[src/rtl/bist_pattern_compactor.sv]
// rtl/bist_pattern_compactor.sv - LFSR pattern source and MISR response compactor with golden compare.
// Optional X-masking of CUT responses is enabled by defining BIST_X_MASK_EN.
module bist_pattern_compactor #(
  parameter int          PAT_W         = 3,
  parameter int          RSP_W         = 6,
  parameter int          PATTERN_COUNT = 255,
  parameter int          LATENCY       = 1,
  parameter logic [15:0] LFSR_SEED     = 16'hACE1,
  parameter logic [15:0] MISR_SEED     = 16'h0000,
  parameter logic [15:0] GOLDEN        = 16'h0000
) (
  input  logic             CK,
  input  logic             RSTN,
  input  logic             START,
  output logic [PAT_W-1:0] PAT,
  input  logic [RSP_W-1:0] RSP,
`ifdef BIST_X_MASK_EN
  input  logic [RSP_W-1:0] RSP_MASK,
`endif
  output logic             BUSY,
  output logic             DONE,
  output logic             PASS,
  output logic [15:0]      SIG
);

  typedef enum logic [2:0] {S_IDLE, S_INIT, S_APPLY, S_DRAIN, S_DONE} state_t;

  localparam logic [15:0] PC16  = 16'(PATTERN_COUNT);
  localparam logic [3:0]  LAT4  = 4'(LATENCY);
  localparam state_t      AFTER_APPLY = (LATENCY == 0) ? S_DONE : S_DRAIN;

  state_t      state, state_d;
  logic [15:0] lfsr, lfsr_d;
  logic [15:0] misr, misr_d;
  logic [15:0] cnt, cnt_d;
  logic [3:0]  dcnt, dcnt_d;
  logic        pass_r, pass_d;

  logic [RSP_W-1:0] rsp_eff;
  logic [15:0]      lfsr_step;
  logic [15:0]      misr_step;
  logic [16:0]      apply_diff;
  logic [17:0]      drain_diff;

`ifdef BIST_X_MASK_EN
  assign rsp_eff = RSP & ~RSP_MASK;
`else
  assign rsp_eff = RSP;
`endif

  assign lfsr_step = {lfsr[14:0], lfsr[15] ^ lfsr[13] ^ lfsr[12] ^ lfsr[10]};
  assign misr_step = {misr[14:0], misr[15] ^ misr[13] ^ misr[12] ^ misr[10]} ^ 16'(rsp_eff);

  // Response to pattern k arrives LATENCY cycles after it is applied; sign bits mark "not yet".
  assign apply_diff = {1'b0, cnt} - 17'(LATENCY);
  assign drain_diff = 18'(PATTERN_COUNT) + 18'(dcnt) - 18'(LATENCY);

  always_comb begin
    state_d = state;
    lfsr_d  = lfsr;
    misr_d  = misr;
    cnt_d   = cnt;
    dcnt_d  = dcnt;
    pass_d  = pass_r;
    case (state)
      S_IDLE: begin
        if (START) state_d = S_INIT;
      end
      S_INIT: begin
        lfsr_d = LFSR_SEED;
        misr_d = MISR_SEED;
        cnt_d  = '0;
        dcnt_d = '0;
        pass_d = 1'b0;
        state_d = (PATTERN_COUNT == 0) ? AFTER_APPLY : S_APPLY;
      end
      S_APPLY: begin
        lfsr_d = lfsr_step;
        cnt_d  = cnt + 16'd1;
        if (!apply_diff[16]) misr_d = misr_step;
        if (cnt == PC16 - 16'd1) state_d = AFTER_APPLY;
      end
      S_DRAIN: begin
        dcnt_d = dcnt + 4'd1;
        if (!drain_diff[17]) misr_d = misr_step;
        if (dcnt_d == LAT4) state_d = S_DONE;
      end
      S_DONE: begin
        if (START) state_d = S_INIT;
      end
      default: state_d = S_IDLE;
    endcase
    if (state_d == S_DONE && state != S_DONE) pass_d = (misr_d == GOLDEN);
  end

  always_ff @(posedge CK or negedge RSTN) begin
    if (!RSTN) begin
      state  <= S_IDLE;
      lfsr   <= LFSR_SEED;
      misr   <= MISR_SEED;
      cnt    <= '0;
      dcnt   <= '0;
      pass_r <= 1'b0;
    end else begin
      state  <= state_d;
      lfsr   <= lfsr_d;
      misr   <= misr_d;
      cnt    <= cnt_d;
      dcnt   <= dcnt_d;
      pass_r <= pass_d;
    end
  end

  assign PAT  = lfsr[PAT_W-1:0];
  assign BUSY = (state == S_INIT) || (state == S_APPLY) || (state == S_DRAIN);
  assign DONE = (state == S_DONE);
  assign PASS = pass_r && (state == S_DONE);
  assign SIG  = misr;

endmodule

[config.mk]
export PLATFORM = sky130hd
export DESIGN_NAME = bist_pattern_compactor
export DESIGN_NICKNAME = d
export VERILOG_FILES = /design/src/rtl/bist_pattern_compactor.sv
export SDC_FILE = /design/constraint.sdc
export NUM_CORES = 1
export LEC_CHECK = 0
export CAP_MARGIN = 0
export CORE_MARGIN = 2
export CORE_UTILIZATION = 56
export DETAILED_ROUTE_END_ITERATION = 8
export PLACE_DENSITY = 0.8
export SYNTH_ARGS = -nofsm -noshare
export SYNTH_HDL_FRONTEND = slang
export SYNTH_SLANG_ARGS = --single-unit
[constraint.sdc]
create_clock -name CK -period 2.04 [get_ports CK]
set_clock_uncertainty 0.15 [all_clocks]
set_input_delay 0.204 -clock CK [delete_from_list [all_inputs] [get_ports CK]]
set_output_delay 0.204 -clock CK [all_outputs]
set_load 0.02 [all_outputs]
# [After elaboration in Yosys (flattened, before gate mapping)]
# Cells that the tools add are included.
# W data, S select, Z words.
[totals] regBits=56 input_bits=9 output_inout_bits=22 elab_cells=48
[op_classes] addsub=5 n_eq_ne=8 mux=12 n_bitwise=7 n_reduce_logical=10
[ops] op="$pmux W16 S2" count=2
[ops] op="$pmux W16 S3" count=1
[ops] op="$mux W16" count=2
[ops] op="$sub A16 B1 Y17 const B" count=1
[ops] op="$add A16 B1 Y16 const B" count=1
[ops] op="$eq A16 B8 Y1 const B" count=1
[ops] op="$logic_not A16 Y1" count=1
[ops] op="$xor A16 B6 Y16" count=1
[ops] op="$pmux W3 S4" count=1
[ops] op="$sub A9 B1 Y10 const B" count=1
[ops] op="$add A8 B4 Y9 const A" count=1
[ops] op="$mux W3" count=3
[ops] op="$pmux W4 S2" count=1
[ops] op="$eq A3 B2 Y1 const B" count=2
[ops] op="$eq A3 B3 Y1 const B" count=2
[ops] op="$reduce_bool A2 Y1" count=3
[ops] op="$xor A1 B1 Y1" count=6
[ops] op="$add A4 B1 Y4 const B" count=1
[ops] op="$eq A4 B1 Y1 const B" count=1
[ops] op="$eq A3 B1 Y1 const B" count=1
[ops] op="$logic_not A3 Y1" count=1
[ops] op="$ne A3 B3 Y1 const B" count=1
[ops] op="$logic_and A1 B1 Y1" count=2
[ops] op="$logic_or A1 B1 Y1" count=2
[ops] op="2 further kinds" count=3

# [Depth between registers and ports, before layout]
[depth] depth_word=8 depth_mapped=7 ltp_nobuf=6

# [Worst setup path after synthesis]
# Ideal clock, no wire load.
[synth_path] kind="flip-flop to flip-flop" start="register cnt[0]" end="register misr[14] (netlist: SIG[14])" setup_time_ps=121 arrival_ps=1526 required_ps=1769 setup_slack_ps=243 path_stages_with_launch=8 n_path_buf=1 period_less_slack_ps=1797 path_cell_list="dfrtp_1 > inv_1 > ha_1 > nor4b_4 > nand4_2 > o21a_4 > buf_6 > a22o_1"
[synth_via] elab_chain_cells=3
[synth_rtl] item="start, declared" line="35" source="logic [15:0] cnt, cnt_d;"
[synth_rtl] item="start signal, assigned" line="108" source="cnt <= cnt_d;"
[synth_rtl] item="$sub A16 B1 Y17" line="55" source="assign apply_diff = {1'b0, cnt} - 17'(LATENCY);"
[synth_rtl] item="$mux W16" line="80" source="if (!apply_diff[16]) misr_d = misr_step;"
[synth_rtl] item="$pmux W16 S3" line="65" source="case (state)"
[synth_rtl] item="named net misr_d[14]" line="34" source="logic [15:0] misr, misr_d;"
[synth_rtl] item="end signal, assigned" line="107" source="misr <= misr_d;"
[synth_rtl] item="end, declared" line="34"
# The timed path passes the listed nets, and every way through them passes these cells.
# A chain may end at the register's enable or synchronous reset.

# [Worst setup path after layout]
[layout_path] start="register state[2]" end="output port BUSY"
[layout_via] elab_chain_cells=3 elab_cells_between_ends=5 cone_classes="eq/ne: 3; reduce/logical: 2"
[layout_rtl] item="start, declared" line="32" source="state_t state, state_d;"
[layout_rtl] item="start signal, assigned" line="105" source="state <= state_d;"
[layout_rtl] item="$eq A3 B1 Y1 or $eq A3 B2 Y1 (tied branches)" line="115" source="assign BUSY = (state == S_INIT) || (state == S_APPLY) || (state == S_DRAIN);"
[layout_rtl] item="$logic_or A1 B1 Y1" line="115"
[layout_rtl] item="$logic_or A1 B1 Y1 (*)" line="115"
[layout_rtl] item="end, declared" line="20" source="output logic BUSY,"
# Every way passes the cells marked *; elsewhere a longest branch is shown, timed or not.

==> results.cfg <==
[route]
drt-initial-drc-count = 190
via_count = 1960
detail_route.wl_per_cell_um = 15.2
drt-total-wl_mm = 5.23
drc = 0
drtPass1Iterations = 4
viasPerCell = 5.71
drtAntennaViolNets = 0

[yosys]
async_flop_share_pct = 100
synth_cell_type_count = 46
synth_edf_count = 0
synth_seq_cells = 56
syn-instance-count = 243
syn_avg_cell_area_sq_um = 11.2
ys_seq_area_share_pct = 51.7
synth-warning-count = 0
syn_nets = 257
synth_flop_cell = dfrtp_1
synthesis.area_sq_um = 2730

[clock_network]
clk_root_buffer_cell = clkbuf_8
htree_levels = 2
cts_buffers = 5
tritoncts = built
clkLatencyLatePin_ns = 0.31
clkTransAtPathRegs_ns = 0.10
cts.sinks = 56
post-cts-setup-buffer-count = 0
clockBufferDepth = 2

[grt]
globalRoute.totalOverflow = 0
grt_pass1_vias = 1870
antenna_found_initial = 0
grt_max_degree = 28
grt_first_pass_wirelength_mm = 8.72
grtUsageTotal_pct = 20.8

[sta]
fin_setup_tns_ns = 0
fin_crit_ns = 1.92
tightest_slew_ns = 0.520
hold_slack_ns = 0.121
fin_crit_sh_pct = 93.9
fmax_mhz = 522
finalHoldViolCount = 0
setup_violations = 0
slew_headroom_pct = 65.1
slew_violations = 0
rsz0062_at_grt = false

[setup_path]
critPathKind = reg -> out
cpPeakStageDelay_ns = 0.61
slowest_stage = clkdlybuf4s50_1
path_cells = nor2_1 > clkdlybuf4s50_1
crit_family = buffers and inverters
path_max_fanout = 9
end_kind = output port
start_kind = flop
cp_num_buf_inv = 1
cp.arrival_ns = 1.56
critical_path.reg2reg.startpoint = cnt[3]
cp-startpoint = state[2]
cp.required_ns = 1.69

[power_and_ir_drop]
p_leak_nw = 1.39
power_switching_w = 0.00197
p_seq_share_pct = 39.0
vdd_ir_drop_max_mv = 1.02
swShare_pct = 38.1
power_frac_clock_pct = 13.9
p_per_area_nw_per_um2 = 1610
pwr-share-comb_pct = 47.1
internal_power_w = 0.00321

[hold_path]
worstHoldPathType = in -> async

[cells_and_area]
diodes = 0
finish.utilization_pct = 68.1
nets = 289
drive_gt1_share_pct = 14.9
syn2layout_area_growth_pct = 17.7
fill_cells = 380

[floorplanning]
die_h_um = 73.8
die_area_sq_um = 5450
io_pins = 31
dieWidth_um = 73.8
fp-row-count = 25
core_area_sq_um = 4720
start_util_pct = 57.8

[placement]
dp_hpwl_mm = 3.63
gp_congestion = 0.863
port_buffers = 30

[run]
maxCapViolCount = 0

[status]
status = complete, no violations
layout make-up:
class	instances	area (sq um)	share of cell area, %
Sequential cell	56	1410	43.9
Multi-Input combinational cell	168	1200	37.3
Timing Repair Buffer	39	392	12.2
Tap cell	67	83.8	2.61
Clock buffer	5	68.8	2.14
Clock inverter	3	42.5	1.32
Inverter	5	18.8	0.584
cell families after synthesis:
group                    after synthesis  share of synthesized area [%]
AND/OR/NAND/NOR                       75                           16.1
AO/OA/AOI/OAI                         72                           20.1
flip-flops                            56                           51.7
buffers and inverters                 19                           4.58
XOR/XNOR                              13                           4.17
adder cells (fa/ha/maj)                5                           2.29
multiplexers                           3                           1.15
metrics by stage:
| stage | cells | power (W) | setup slack (ns) | cell area (sq um) |
|---|---|---|---|---|
| after floorplan | 243 | 0.00376 | 0.243 | 2730 |
| after global placement | 334 | 0.00440 | 0.218 | 3090 |
| after detailed placement | 334 | 0.00448 | 0.176 | 3090 |
| after CTS | 343 | 0.00523 | 0.0449 | 3210 |
| after global routing | 343 | 0.00553 | 0.00130 | 3210 |
| final | 343 | 0.00519 | 0.124 | 3210 |
power by group through the flow:
stage | Sequential [W] | Clock, W | Combinational, W
2_1_floorplan | 0.00212 | 0 | 0.00164
5_1_grt | 0.00209 | 0.000783 | 0.00266
3_5_place_dp | 0.00204 | 0 | 0.00245
3_3_place_gp | 0.00203 | 0 | 0.00237
4_1_cts | 0.00202 | 0.000745 | 0.00246
6_report | 0.00202 | 0.000720 | 0.00244
flip-flops by register name, summed over array words and instances, names as in the netlist:
register and cells:
SIG 16, pass_r 1, dcnt 4, lfsr 16, state 3, cnt 16
worst paths after layout:
path                            end  slack, ns  cells after the start
min in group CK            state[2]       0.35                      2
max in group asynchronous   cnt[15]       1.09                      3
max reg2reg                 cnt[11]       0.16                      5
max                            BUSY       0.12                      2
min                         lfsr[8]       0.12                      2
min reg2reg                 lfsr[3]       0.36                      1
timing repair:
action / 4_1_cts / 5_1_grt
cloned: 0 / 0
pin swaps: 0 / 0
setup endpoints to repair: 2 / 1
endpoints found under the hold margin: 52 / 0
resized for setup: 2 / 1
hold buffers: 1 / 0
cells in the final DEF, fill, tap and decap left out, types with 2 or more instances in the layout:
cell / instances
dfrtp_1: 48
clkdlybuf4s50_1: 27
nand2_1: 20
a22o_1: 20
o21ai_0: 17
nand3_1: 14
nor2_1: 8
xor2_1: 8
dfstp_2: 8
nor3_1: 7
o22a_1: 7
a22o_2: 6
buf_4: 6
inv_1: 5
xnor2_1: 5
nand4_1: 5
a21oi_1: 5
ha_1: 5
clkbuf_8: 5
nand2b_1: 4
o31ai_1: 4
and3_1: 3
o211ai_1: 3
nor2b_1: 2
nor4_4: 2
a2bb2oi_1: 2
mux2i_1: 2
a31oi_1: 2
buf_12: 2
routing by layer:
metal	global-route usage [%]	part of all wire (%)	vias to the layer above
li1	-	-	963
met1	29.5	47	945
met2	31.5	47	44
met3	3.84	3.8	8
met4	8.28	1.6	0
met5	0	0	-
cells in the mapped netlist (2+ instances only):
cell	n	area, sq um
buf_4	3	22.5
a22o_2	6	60.1
nand2_1	20	75.1
clkbuf_1	4	15.0
xor2_1	8	70.1
nor3_1	7	35.0
a31oi_1	2	12.5
nand2b_1	4	25.0
o211ai_1	3	22.5
and3_1	3	18.8
o22a_1	7	61.3
dfrtp_1	48	1200
a2bb2oi_1	2	17.5
nor2b_1	2	12.5
buf_2	3	15.0
a22o_1	20	175
nand3_1	14	70.1
nand4_1	5	31.3
o21ai_0	17	85.1
xnor2_1	5	43.8
buf_6	3	33.8
a21oi_1	5	25.0
inv_1	5	18.8
ha_1	5	62.6
nor4_4	2	42.5
mux2i_1	2	20.0
nor2_1	9	33.8
dfstp_2	8	210
o31ai_1	4	30.0
Note: power is estimated with default switching activity, not from simulation.
